<file path="config.mk">
export PLATFORM = sky130hd
export DESIGN_NAME = wb_scrubber
export DESIGN_NICKNAME = d
export VERILOG_FILES = /design/src/rtl/wb_scrubber.sv
export SDC_FILE = /design/constraint.sdc
export NUM_CORES = 1
export LEC_CHECK = 0
export ABC_AREA = 1
export CORE_MARGIN = 2
export CORE_UTILIZATION = 25
export CTS_CLUSTER_DIAMETER = 200
export DETAILED_ROUTE_END_ITERATION = 8
export PLACE_DENSITY = 0.56
export RECOVER_POWER = 100
export SYNTH_ARGS = -nofsm -noshare
export SYNTH_HDL_FRONTEND = slang
export SYNTH_SLANG_ARGS = --single-unit
</file>
<file path="constraint.sdc">
create_clock -name clk_i -period 11.77 [get_ports clk_i]
set_input_delay 2.9425 -clock clk_i [delete_from_list [all_inputs] [get_ports clk_i]]
set_output_delay 2.9425 -clock clk_i [all_outputs]
set_load 0.01 [all_outputs]
</file>
<file path="src/rtl/wb_scrubber.sv">
// Wishbone memory scrubber: reads each word of a window and writes it straight back, pass after pass.
// Define SCRUB_TIMEOUT_EN to compile in the ack watchdog (sticky timeout_o, word skipped on expiry).
module wb_scrubber #(
    parameter int                      WORD_SIZE    = 32,
    parameter int                      REGISTERS    = 32,
    parameter int                      REGDIRSIZE   = 5,
    parameter int                      WHISBONE_ADR = 32,
    parameter logic [WHISBONE_ADR-1:0] BASE_ADR     = 32'h3000_0000,
    parameter int                      COUNTERSIZE  = 32,
    parameter int                      TIMEOUT      = 16
) (
    input  logic                    clk_i,
    input  logic                    rst_i,
    input  logic                    enable_i,
    input  logic [COUNTERSIZE-1:0]  interval_i,
    output logic                    wbm_cyc_o,
    output logic                    wbm_stb_o,
    output logic                    wbm_we_o,
    output logic [3:0]              wbm_sel_o,
    output logic [WHISBONE_ADR-1:0] wbm_adr_o,
    output logic [WORD_SIZE-1:0]    wbm_dat_o,
    input  logic [WORD_SIZE-1:0]    wbm_dat_i,
    input  logic                    wbm_ack_i,
    output logic                    busy_o,
    output logic                    pass_done_o,
    output logic [COUNTERSIZE-1:0]  pass_count_o,
    output logic                    timeout_o
);

    typedef enum logic [2:0] {IDLE, WAIT, READ, GAP, WRITE} state_t;

    state_t                 state, next_state;
    logic [REGDIRSIZE-1:0]  idx;
    logic [COUNTERSIZE-1:0] cnt;
    logic [WORD_SIZE-1:0]   wb_data;
    logic                   gap_to_write;
    logic                   pass_done;
    logic [COUNTERSIZE-1:0] pass_count;
    logic                   stb, ack, wd_hit, word_done, last;

    assign stb       = (state == READ) || (state == WRITE);
    assign ack       = stb && wbm_ack_i;
    assign last      = (idx == REGDIRSIZE'(REGISTERS - 1));
    // A watchdog expiry in either phase retires the word exactly like a write ack.
    assign word_done = ((state == WRITE) && ack) || wd_hit;

`ifdef SCRUB_TIMEOUT_EN
    localparam int WDW = $clog2(TIMEOUT + 1);
    logic [WDW-1:0] wd_cnt;
    logic           timeout;

    assign wd_hit = stb && !wbm_ack_i && (wd_cnt == WDW'(TIMEOUT - 1));

    always_ff @(posedge clk_i or posedge rst_i) begin
        if (rst_i) begin
            wd_cnt  <= '0;
            timeout <= 1'b0;
        end else begin
            if (stb && !wbm_ack_i && !wd_hit) wd_cnt <= wd_cnt + WDW'(1);
            else                              wd_cnt <= '0;
            if (wd_hit) timeout <= 1'b1;
        end
    end

    assign timeout_o = timeout;
`else
    logic unused_timeout;
    assign unused_timeout = (TIMEOUT != 0);
    assign wd_hit         = 1'b0;
    assign timeout_o      = 1'b0;
`endif

    always_ff @(posedge clk_i or posedge rst_i) begin
        if (rst_i) state <= IDLE;
        else       state <= next_state;
    end

    always_comb begin
        next_state = state;
        case (state)
            IDLE:  if (enable_i) next_state = WAIT;
            WAIT: begin
                if (!enable_i)       next_state = IDLE;
                else if (cnt == '0)  next_state = READ;
            end
            READ:  if (ack) next_state = GAP;
            // The gap before a read is where a dropped enable_i takes effect mid-pass.
            GAP: begin
                if (gap_to_write)    next_state = WRITE;
                else if (enable_i)   next_state = READ;
                else                 next_state = IDLE;
            end
            WRITE: next_state = WRITE;
            default: next_state = IDLE;
        endcase
        if (word_done) begin
            if (last) next_state = enable_i ? WAIT : IDLE;
            else      next_state = GAP;
        end
    end

    always_ff @(posedge clk_i or posedge rst_i) begin
        if (rst_i) begin
            idx          <= '0;
            cnt          <= '0;
            wb_data      <= '0;
            gap_to_write <= 1'b0;
            pass_done    <= 1'b0;
            pass_count   <= '0;
        end else begin
            pass_done <= 1'b0;
            case (state)
                IDLE: if (enable_i) begin
                    cnt <= interval_i;
                    idx <= '0;
                end
                WAIT: if (cnt != '0) cnt <= cnt - COUNTERSIZE'(1);
                READ: if (ack) begin
                    wb_data      <= wbm_dat_i;
                    gap_to_write <= 1'b1;
                end
                default: ;
            endcase
            if (word_done) begin
                gap_to_write <= 1'b0;
                if (last) begin
                    idx        <= '0;
                    cnt        <= interval_i;
                    pass_done  <= 1'b1;
                    pass_count <= pass_count + COUNTERSIZE'(1);
                end else begin
                    idx <= idx + REGDIRSIZE'(1);
                end
            end
        end
    end

    // Bus outputs decode straight from state so an async reset clears them with no edge.
    assign wbm_cyc_o    = stb;
    assign wbm_stb_o    = stb;
    assign wbm_we_o     = (state == WRITE);
    assign wbm_sel_o    = stb ? 4'hF : 4'h0;
    assign wbm_adr_o    = stb ? BASE_ADR + (WHISBONE_ADR'(idx) << 2) : '0;
    assign wbm_dat_o    = (state == WRITE) ? wb_data : '0;
    assign busy_o       = (state != IDLE);
    assign pass_done_o  = pass_done;
    assign pass_count_o = pass_count;

endmodule
</file>
# Word level (Yosys, flattened, before mapping)
# Index checks and enable logic that the tools add are counted.
[word_totals]
register_bits = 106
inputBits = 68
out_inout_bits = 106
[classes]
n_addsub = 4
n_eq_ne = 8
mux = 27
n_reduce_logical = 16
[ops]
columns = ["cell", "count"]
rows = [
  ["2-to-1 mux 32 bit", 5],
  ["case mux 32 bit (2 select lines)", 1],
  ["adder 32 x 1 -> 32 bit, second input constant", 1],
  ["zero test 32 bit", 1],
  ["nonzero test 32 bit", 1],
  ["subtractor 32 x 1 -> 32 bit, second input constant", 1],
  ["adder 30 x 7 -> 31 bit, first input constant", 1],
  ["2-to-1 mux 31 bit", 1],
  ["2-to-1 mux 5 bit", 4],
  ["2-to-1 mux 3 bit", 6],
  ["case mux 3 bit (5 select lines)", 1],
  ["AND reduction 2 bit", 4],
  ["nonzero test 2 bit", 4],
  ["equality test 3 x 2 -> 1 bit, second input constant", 2],
  ["2-to-1 mux 1 bit", 6],
  ["inequality test 3 bit, second input constant", 2],
  ["adder 5 x 1 -> 5 bit, second input constant", 1],
  ["equality test 5 bit, second input constant", 1],
  ["2-to-1 mux 2 bit", 2],
  ["2-to-1 mux 4 bit", 1],
  ["inequality test 4 bit, second input constant", 1],
  ["equality test 3 x 1 -> 1 bit, second input constant", 1],
  ["equality test 3 bit, second input constant", 1],
  ["zero test 3 bit", 1],
  ["4 further kinds", 5],
]

# Longest topological paths before layout
[depth]
word_depth = 6
depth_mapped = 12
mapped_depth_nobuf = 12

# Worst setup path before layout
# Ideal clock, no wire load.
[synth_path]
path_kind = "register -> output"
startpoint = "register state[0]"
endpoint = "output port wbm_adr_o[2]"
arrival_time_ns = 1.287
slack_ns = 7.541
path_stages_with_launch = 8
path_buffers = 0
cell_sequence = "dfrtp_1 -> inv_1 -> nand2_1 -> nor2_1 -> inv_1 -> nand2_1 -> inv_1 -> nor2_1"
[synth_between]
elab_chain_len = 3
elab_cells_between_ends = 4
classes_between = "eq/ne (2); mux (1); reduce/logical (1)"
[synth_lines]
columns = ["item", "line", "text"]
rows = [
  ["start, declared", "32", "state_t state, next_state;"],
  ["start signal, assigned", "75", "else state <= next_state;"],
  ["equality test 3 x 2 -> 1 bit / equality test 3 bit (equally long branches)", "41", "assign stb = (state == READ) || (state == WRITE);"],
  ["logical OR 1 bit (*)", "41", ""],
  ["named net wbm_cyc_o", "16", "output logic wbm_cyc_o,"],
  ["2-to-1 mux 31 bit (*)", "143", "assign wbm_adr_o = stb ? BASE_ADR + (WHISBONE_ADR'(idx) << 2) : '0;"],
  ["end, declared", "20", "output logic [WHISBONE_ADR-1:0] wbm_adr_o,"],
]
# The timed path passes the listed nets; every way through them passes the cells marked *.

==> flow_summary.json <==
{
  "hold_path_startpoint": "gap_to_write$_DFFE_PP0P_",
  "synth_cells": 943,
  "hold_path_depth": 2,
  "fp.dieW_um": 166,
  "min_to": "state[2]$_DFFE_PP0P_",
  "critPathBufInv": 3,
  "power_density_nw_per_um2": 180,
  "floorplan.initialDensity": 0.253,
  "cts_max_level": 3,
  "path_clk_slew_ns": 0.08,
  "ant_nets": 0,
  "cp.arrival_ns": 7.23,
  "io_buffers": 147,
  "worst_pin_slew_ns": 3.27,
  "syn-cell-area_um2": 6580,
  "first_pass_iters": 5,
  "cts_made_buffers": 9,
  "multiInputGateArea_um2": 3160,
  "ys_warn_count": 0,
  "drc": 0,
  "clk_path_buf_depth": 2,
  "gp_congestion": 0.897,
  "area_growth_pct": 28.2,
  "wl_mm": 18.5,
  "core-area_um2": 26000,
  "detailroute.wirelength.met3_mm": 1.15,
  "clock-sinks": 106,
  "boundaryPins": 174,
  "fmax_mhz": 133,
  "die_area_um2": 27600,
  "vdd_drop_max_uv": 86.8,
  "min_period_over_period": 0.637,
  "ctsResizeCount": 0,
  "period_minus_slack_ns": 7.50,
  "crit_type": "in2async",
  "ys_ff_latch": 106,
  "drive_gt1_frac": 0.0214,
  "slew_headroom": -1.18,
  "hold_viol_final": 0,
  "synth_area_per_cell_um2": 6.98,
  "core.rowCount": 59,
  "cp_slowest_cell": "clkbuf_1",
  "hold_path_class": "reg2reg",
  "violations": "capacitance limit, slew limit",
  "r2r_setup_slack_ns": 6.42,
  "nets": 1141,
  "cp.required_ns": 11.50,
  "clock_skew_ns": 0.0106,
  "cap_violations": 5,
  "routedWlPerCell_um": 13.2,
  "grt.total_usage": 0.134,
  "final_cell_mix": "210 x nor2_1, 209 x nand2_1, 109 x inv_1, 106 x dfrtp_1, 82 x dlygate4sd3_1",
  "regArea_um2": 2650,
  "cp_top_family": "buffers and inverters",
  "met2_length_mm": 8.09,
  "wirelength_met1_mm": 9.06,
  "drv_slew": 273,
  "critPathLaunchType": "input port",
  "cts_setup_buffers": 0,
  "cts_hold_buf": 0,
  "worstPathMaxFanout": 56,
  "grt_overflow_total": 0,
  "synth_cell_types": 34,
  "routed.top_layer": "met5",
  "grt_max_degree": 70,
  "clock_latency_ns": 0.36,
  "crit_cells": 3,
  "status": "finished with violations",
  "synth_top_area_frac": 0.403,
  "ys_seq_area_frac": 0.403,
  "end_kind": "async pin",
  "grt_pass1_wl_mm": 30.4,
  "rsz0062_at_grt": "no",
  "max_stage_delay_ns": 2.40,
  "fin_area_um2": 8430,
  "leakagePower_nw": 4.29,
  "cp_cell_sequence": "dlygate4sd3_1 -> clkinvlp_2 -> clkbuf_1",
  "vias_per_cell": 4.39,
  "grt_pass1_vias": 6000,
  "fin_setup_tns_ns": 0,
  "worst-r2r-cell-count": 8,
  "final-setup-viol-count": 0,
  "via_count": 6192,
  "yosysTopAreaCell": "dfrtp_1",
  "dp_hpwl_mm": 13.8,
  "r2r_start": "state[0]$_DFFE_PP0P_",
  "layout_commonest_cell": "nor2_1",
  "fillers": 2822,
  "antenna_found_initial": 2,
  "synth_area_leaders": "dfrtp_1 40%, nand2_1 12%, nor2_1 12%",
  "cts_tree": "built",
  "place_area_um2": 8220,
  "die_h_um": 166,
  "cts-root-buf": "clkbuf_16",
  "r2r_end": "pass_count_o[24]$_DFFE_PP0P_",
  "drt_iter0_drc": 329
}
## through the flow
| step | util | setup WS [ns] | hold WS (ns) | instances | total power [W] |
|---|---|---|---|---|---|
| after global placement | 0.316 | 6.42 | 0.487 | 1392 | 0.00122 |
| final | 0.325 | 4.27 | 0.506 | 1409 | 0.00152 |
| after floorplan | - | 6.04 | 0.453 | 968 | 0.00103 |
| after CTS | 0.328 | 6.21 | 0.506 | 1408 | 0.00155 |
| after detailed placement | 0.316 | 6.37 | 0.489 | 1392 | 0.00123 |
| after global routing | 0.325 | 3.18 | 0.538 | 1409 | 0.00165 |
## Yosys cell counts
| library cell | number |
|---|---|
| nand3b_1 | 3 |
| inv_2 | 1 |
| xnor2_1 | 16 |
| o2111ai_1 | 1 |
| o21ai_1 | 3 |
| or2_2 | 1 |
| nor2_4 | 3 |
| nand2_4 | 1 |
| nor3_2 | 2 |
| nor4_1 | 1 |
| nor2_8 | 1 |
| a21oi_1 | 71 |
| a31oi_1 | 1 |
| o22ai_1 | 3 |
| nand3_4 | 1 |
| nor2_2 | 2 |
| nand2_2 | 5 |
| a21boi_0 | 1 |
| nand2_1 | 205 |
| buf_1 | 5 |
| buf_2 | 12 |
| dfrtp_1 | 106 |
| nor2_1 | 204 |
| nor3_1 | 10 |
| a22oi_1 | 8 |
| conb_1 | 1 |
| buf_4 | 34 |
| inv_1 | 109 |
| o21ai_0 | 27 |
| clkbuf_1 | 10 |
| ha_1 | 5 |
| nand4_1 | 11 |
| xor2_1 | 26 |
| nand3_1 | 53 |
## final cells by class
type,instances,share of cell area
Antenna cell,1,0.000297
Clock buffer,9,0.0267
Clock inverter,7,0.00831
Inverter,110,0.0491
Multi-Input combinational cell,691,0.375
Sequential cell,106,0.315
Tap cell,335,0.0497
Timing Repair Buffer,150,0.177
## how the worst max path moves through the flow
stage                    startpoint  slack [ns]                            to
3_5_place_dp               enable_i        6.37             cnt[25]$_DFF_PP0_
2_1_floorplan                 rst_i        6.04              cnt[0]$_DFF_PP0_
4_1_cts        state[1]$_DFFE_PP0P_        6.21                  wbm_adr_o[3]
3_3_place_gp               enable_i        6.42             cnt[15]$_DFF_PP0_
5_1_grt                       rst_i        3.18   pass_count_o[5]$_DFFE_PP0P_
6_report                      rst_i        4.27  pass_count_o[30]$_DFFE_PP0P_
## flip-flops by register name, indices dropped and copies added (netlist names)
signal	cells
pass_count_o	32
gap_to_write	1
wb_data	32
cnt	32
pass_done_o	1
state	3
idx	5
## report_power, final
part	internal (W)	switching, W	total (W)
sequential	0.000472	0.0000841	0.000556
clock	0.000150	0.000159	0.000310
combinational	0.000251	0.000400	0.000650
## cell families after synthesis
family          synth area share
buf+inv                    0.119
xor+xnor                  0.0559
flops                      0.403
compound gates            0.0922
simple gates               0.319
fa+ha+maj                0.00951
other cells             0.000570
## metal layers
| metal | vias up | GRT usage |
|---|---|---|
| li1 | 3140 | - |
| met1 | 2852 | 0.181 |
| met2 | 180 | 0.216 |
| met3 | 18 | 0.0357 |
| met4 | 2 | 0.0289 |
| met5 | - | 0 |
## worst register-to-register path: cells and delay by family, from the launching register on
family / cells / cell delay, ns
buf+inv: 2 / 1.14
simple gates: 5 / 3.61
flops: 1 / 0.39
xor+xnor: 1 / 0.15
Note: power is estimated with default switching activity, not from simulation.
==> patch 1 (same settings) <==
Encoding of `state_t`: now one-hot (5 bits for 5 states).
--- a/src/rtl/wb_scrubber.sv
+++ b/src/rtl/wb_scrubber.sv
@@ -29,3 +29,3 @@
 
-    typedef enum logic [2:0] {IDLE, WAIT, READ, GAP, WRITE} state_t;
+    typedef enum logic [4:0] {IDLE = 5'b00001, WAIT = 5'b00010, READ = 5'b00100, GAP = 5'b01000, WRITE = 5'b10000} state_t;
 
Function: no difference found for any inputs over 10 cycles, from zero or initial values and one cycle with rst_i high; not proved beyond that.
==> patch 1 against the original RTL <==
- synthesized cell count is 13% higher
- final area is 8.3% higher
- power is 3.6% lower
- the flow still finishes with violations (capacitance limit, slew limit)
- wire length is 16% higher
- hold slack better by 11 ps
- sequential cell count is 2 higher
- die area is 8.8% higher
- synthesized area is 9.0% higher
- setup slack worse by 700 ps
==> patch 1: results (changes against the original RTL) <==
| Metric | Value |
|---|---|
| Async SR Flop Fraction | 1.00 (unchanged) |
| Post-CTS Resized | 0 (unchanged) |
| Hold WC Path Type | flip-flop to flip-flop (unchanged) |
| Initial antenna violation count | 0 (was 2) |
| Failing checks | capacitance limit, slew limit (unchanged) |
| DR pass1 iterations | 5 (unchanged) |
| Post-DR vias/cell | 4.47 (was 4.39) |
| First-pass GRT wire length | 34,800 µm (was 30,400 µm) |
| Clock skew | 17.6 ps (was 10.6 ps) |
| Worst-margin pin slew | 3180 ps (was 3270 ps) |
| Status | finished, violations left (unchanged) |
| Maximum root-to-sink buffer count | 2 (unchanged) |
| Fill cells | 3,143 (was 2,822) |
| Hold Path Stages | 2 (unchanged) |
| Number of distinct library cells after synthesis | 35 (was 34) |
| RD Place Congestion | 0.851 (was 0.897) |
| Seq/Total Area, Yosys | 0.377 (was 0.403) |
| CTS H-tree lvls | 3 (unchanged) |
| Clk_lat worst skew | 380 ps (was 360 ps) |
| Ys Warns | 0 (unchanged) |
| FF-to-FF path depth | 10 (was 8) |
| Clock Tree Root | clkbuf_16 (unchanged) |
| VDD IR max | 0.0753 mV (was 0.0868 mV) |
| Num CTS Buffers | 9 (unchanged) |
| GRT Total Usage | 0.144 (was 0.134) |
| Fraction of power spent switching nets | 0.428 (was 0.424) |
| Clock-pin transition on the worst setup and hold timing paths | about 90 ps |
| Ranking of synthesized cells by area | dfrtp_1 37%, nand2_1 14%, nor2_1 11% (was dfrtp_1 40%, nand2_1 12%, nor2_1 12%) |
| CP top delay family | buffers and inverters (unchanged) |
| DP HPWL | 15,700 µm (was 13,800 µm) |
| Slew Viols, Final | 207 (was 273) |
| Max FO, Critical Path | 67 (was 56) |
| Share of post-route cells with drive strength above 1 | 0.0319 (was 0.0214) |
| Detailed Route WL | 21,500 µm (was 18,500 µm) |
| Placed cells | 1,560 (was 1,392) |
| Vias in the first global route | 6,769 (was 6,000) |
| Leakage power total | 4.53 nW (was 4.29 nW) |
| I/O Buffers | 147 (unchanged) |
| Post-CTS Setup Inserts | 0 (unchanged) |
| Largest net degree at the start of global routing | 68 (was 70) |
| Synth Flop Type | dfrtp_1 (unchanged) |
| Synth top cells by count | 260 x nand2_1, 210 x nor2_1, 117 x inv_1 (was 205 x nand2_1, 204 x nor2_1, 109 x inv_1) |
| Wire per inst | 13.7 µm (was 13.2 µm) |
| Nets | 1,260 (was 1,141) |
| Dpl cell area | 0.00884 mm² (was 0.00822 mm²) |
| CP peak stage delay | 2250 ps (was 2400 ps) |
| Slowest CP cell | clkbuf_1 (unchanged) |
| # diodes | 0 (was 1) |
| Maxcap violations | 4 (was 5) |
| Avg Cell Area, Syn | 6.72 µm² (was 6.98 µm²) |
| Initial DRC count | 455 (was 329) |
[patch 1: cell types whose count changed after synthesis, moves of 7 or more]
cell	change
nor2_2	+7
nor3_1	+16
nand2_1	+55
nand4_1	+7
xnor2_1	-9
xor2_1	+9
nand3_1	+8
a21oi_1	+13
inv_1	+8
a22oi_1	-8
[patch 1: area by class of cell]
cell class / count / area, µm² / share of cell area
clock buffers: 9 / 225 / 0.0247
clock inverters: 7 / 101 / 0.0111
inverters: 119 / 448 / 0.0491
multi-input cells: 796 / 3670 / 0.402
flip-flops and latches: 108 / 2700 / 0.296
well taps: 384 / 480 / 0.0526
repair buffers: 153 / 1500 / 0.164
[patch 1: cell families (layout without fill, tap and decap cells)]
group | Yosys count | after routing | share of synthesized area
AO/OA/AOI/OAI | 119 | 119 | 0.0849
XOR/XNOR | 42 | 42 | 0.0513
adder cells (fa/ha/maj) | 5 | 5 | 0.00872
buffers and inverters | 188 | 288 | 0.122
flip-flops | 108 | 108 | 0.377
other | 1 | 26 | 0.000523
AND/OR/NAND/NOR | 604 | 604 | 0.356
[patch 1: metrics by stage]
| step | util | setup WS (ps) |
|---|---|---|
| after floorplan | - | 5980 |
| after global placement | 0.311 | 6340 |
| after detailed placement | 0.311 | 6300 |
| after CTS | 0.322 | 6120 |
| after global routing | 0.321 | 2970 |
| final | 0.321 | 3570 |
[patch 1: layer usage]
metal / GRT usage / wire, µm
met1: 0.184 / 9640
met4: 0.0445 / 439
met5: 0 / 0
met2: 0.239 / 10100
met3: 0.0344 / 1350
[patch 1: path summary, 6_finish.rpt]
check                      startpoint     endpoint  slack (ps)
setup / recovery            wbm_ack_i       cnt[1]        3570
hold / removal             wb_data[7]   wb_data[7]         520
setup reg to reg             state[0]       cnt[1]        5760
hold reg to reg            wb_data[7]   wb_data[7]         520
max in group asynchronous       rst_i      cnt[16]        6520
min in group asynchronous       rst_i  wb_data[10]        3580
[patch 1: worst reg2reg max path, stage by stage (launching register included)]
cell and delay [ps]:
dfstp_2 580, nor2_4 60, nand3_4 290, nor2_1 210, nand2_2 90, clkbuf_1 2250, inv_1 1740, a21oi_1 410
o21ai_0 130, nor2_1 100, nor2_1 40
[patch 1: power by group through the flow]
| stage | logic [W] | registers (W) | clock network [W] |
|---|---|---|---|
| after global placement | 0.000564 | 0.000565 | 0 |
| after floorplan | 0.000452 | 0.000537 | 0 |
| after detailed placement | 0.000575 | 0.000566 | 0 |
| after global routing | 0.000657 | 0.000572 | 0.000355 |
| final | 0.000572 | 0.000559 | 0.000331 |
| after CTS | 0.000578 | 0.000559 | 0.000343 |
==> patch 2 (config.mk and constraints unchanged) <==
Made on the original files. Build with the macro `SCRUB_TIMEOUT_EN` defined.
--- a/src/rtl/wb_scrubber.sv
+++ b/src/rtl/wb_scrubber.sv
@@ -2,2 +2,4 @@
 // Define SCRUB_TIMEOUT_EN to compile in the ack watchdog (sticky timeout_o, word skipped on expiry).
+`define SCRUB_TIMEOUT_EN
+
 module wb_scrubber #(
Function: no difference found for any inputs over 10 cycles, from zero or initial values and one cycle with rst_i high; that may be too few to reach the edited logic, so the function may still have changed.
==> patch 2 against the original RTL <==
- critical path type unchanged
- power is 16% higher
- setup slack worse by 110 ps
- the run still ends with capacitance limit, slew limit left
- wire length is 15% higher
- critical path depth stayed put
- cell count is 11% higher
- final area is 8.5% higher
- synthesized area is 9.3% higher
- sequential cell count is 6 higher
==> patch 2: results (changes against the original RTL) <==
| Metric | Value |
|---|---|
| Status | finished, violations left (unchanged) |
| Failing checks | capacitance limit, slew limit (unchanged) |
| Vias in the first global route | 6,449 (was 6,000) |
| R2r setup slk | 6890 ps (was 6420 ps) |
| Nets | 1,252 (was 1,141) |
| Hold path startpoint | wd_cnt[0] (was gap_to_write) |
| Hold Path Stages | 1 (was 2) |
| Reg2reg end | pass_count_o[12] (was pass_count_o[24]) |
| Clk cell area share | 0.0340 (was 0.0350) |
| Fraction of area in registers | 0.306 (was 0.315) |
| I/O Buffers | 148 (was 147) |
| Rows | 62 (was 59) |
| Maxcap violations | 3 (was 5) |
| CP arrival | 7430 ps (was 7230 ps) |
| Clock-pin transition on the worst setup and hold timing paths | 100 ps (was 80 ps) |
| NetSw | 0.000791 W (was 0.000643 W) |
| Non-CTS buffers | 154 (was 150) |
| Wire per inst | 13.6 µm (was 13.2 µm) |
| First-pass GRT wire length | 34,100 µm (was 30,400 µm) |
| Multi-input gate area | 0.00363 mm² (was 0.00316 mm²) |
| Combinational Power | 0.000825 W (was 0.000650 W) |
| Hold endpoint | wd_cnt[0] (was state[2]) |
| Post-synthesis adder-cell area fraction | 0.0122 (was 0.00951) |
| Share of post-route cells with drive strength above 1 | 0.0228 (was 0.0214) |
| Initial DRC count | 505 (was 329) |
| Leakage power total | 4.42 nW (was 4.29 nW) |
| Initial antenna violation count | 4 (was 2) |
| Non-clock buffer share of cell area | 0.166 (was 0.177) |
| Dpl cell area | 0.00889 mm² (was 0.00822 mm²) |
| Signal inverters | 108 (was 110) |
| RD Place Congestion | 0.882 (was 0.897) |
| Internal Dissipation | 0.000968 W (was 0.000873 W) |
| Number of distinct library cells after synthesis | 33 (was 34) |
| GRT Total Usage | 0.141 (was 0.134) |
| Post-DR vias/cell | 4.41 (was 4.39) |
| Slew Viols, Final | 181 (was 273) |
| Detailed Route WL | 21,300 µm (was 18,500 µm) |
| Post-synthesis compound-gate area fraction | 0.0868 (was 0.0922) |
| Placed cells | 1,550 (was 1,392) |
| Fill cells | 3,165 (was 2,822) |
| Synth top cells by count | 281 x nand2_1, 205 x nor2_1, 112 x dfrtp_1 (was 205 x nand2_1, 204 x nor2_1, 109 x inv_1) |
| Comb_multi_in | 792 (was 691) |
| Sequential standard cell area | 0.00280 mm² (was 0.00265 mm²) |
| Pre-CTS setup slack | 6430 ps (was 6370 ps) |
| FF-to-FF path depth | 10 (was 8) |
| Seq pwr | 0.000596 W (was 0.000556 W) |
| Worst-margin pin slew | 3020 ps (was 3270 ps) |
| Seq/Total Area, Yosys | 0.390 (was 0.403) |
| CTS sink count | 112 (was 106) |
| Largest net degree at the start of global routing | 74 (was 70) |
| Synth Area in XOR/XNOR | 0.0487 (was 0.0559) |
| Max FO, Critical Path | 59 (was 56) |
-- patch 2: changes by cell type after synthesis, sizes merged, moves of 3 or more --
cell / before / now
a211oi: 0 / 9
a21oi: 71 / 58
a22oi: 8 / 14
clkbuf: 10 / 14
dfrtp: 106 / 112
nand2: 211 / 283
nand3: 54 / 77
nand4: 11 / 25
o21ai: 30 / 26
xnor2: 16 / 13
-- patch 2: worst max-delay path, delay by kind of cell --
family	cells	cell delay (ps)
buf+inv	3	4380
-- patch 2: worst max path at each step --
stage | from | to | slack (ps)
after floorplan | rst_i | cnt[0] | 5870
after global placement | wbm_ack_i | pass_count_o[16] | 6450
after detailed placement | wbm_ack_i | pass_count_o[15] | 6430
after CTS | state[0] | wbm_sel_o[1] | 6160
after global routing | rst_i | cnt[6] | 3070
final | rst_i | cnt[7] | 4160
-- patch 2: layer usage --
metal	share of wire	vias to the layer above	GRT usage
li1	-	3519	-
met1	0.46	3162	0.187
met2	0.45	204	0.225
met3	0.077	18	0.0388
met4	0.012	4	0.0385
met5	0.0011	-	0
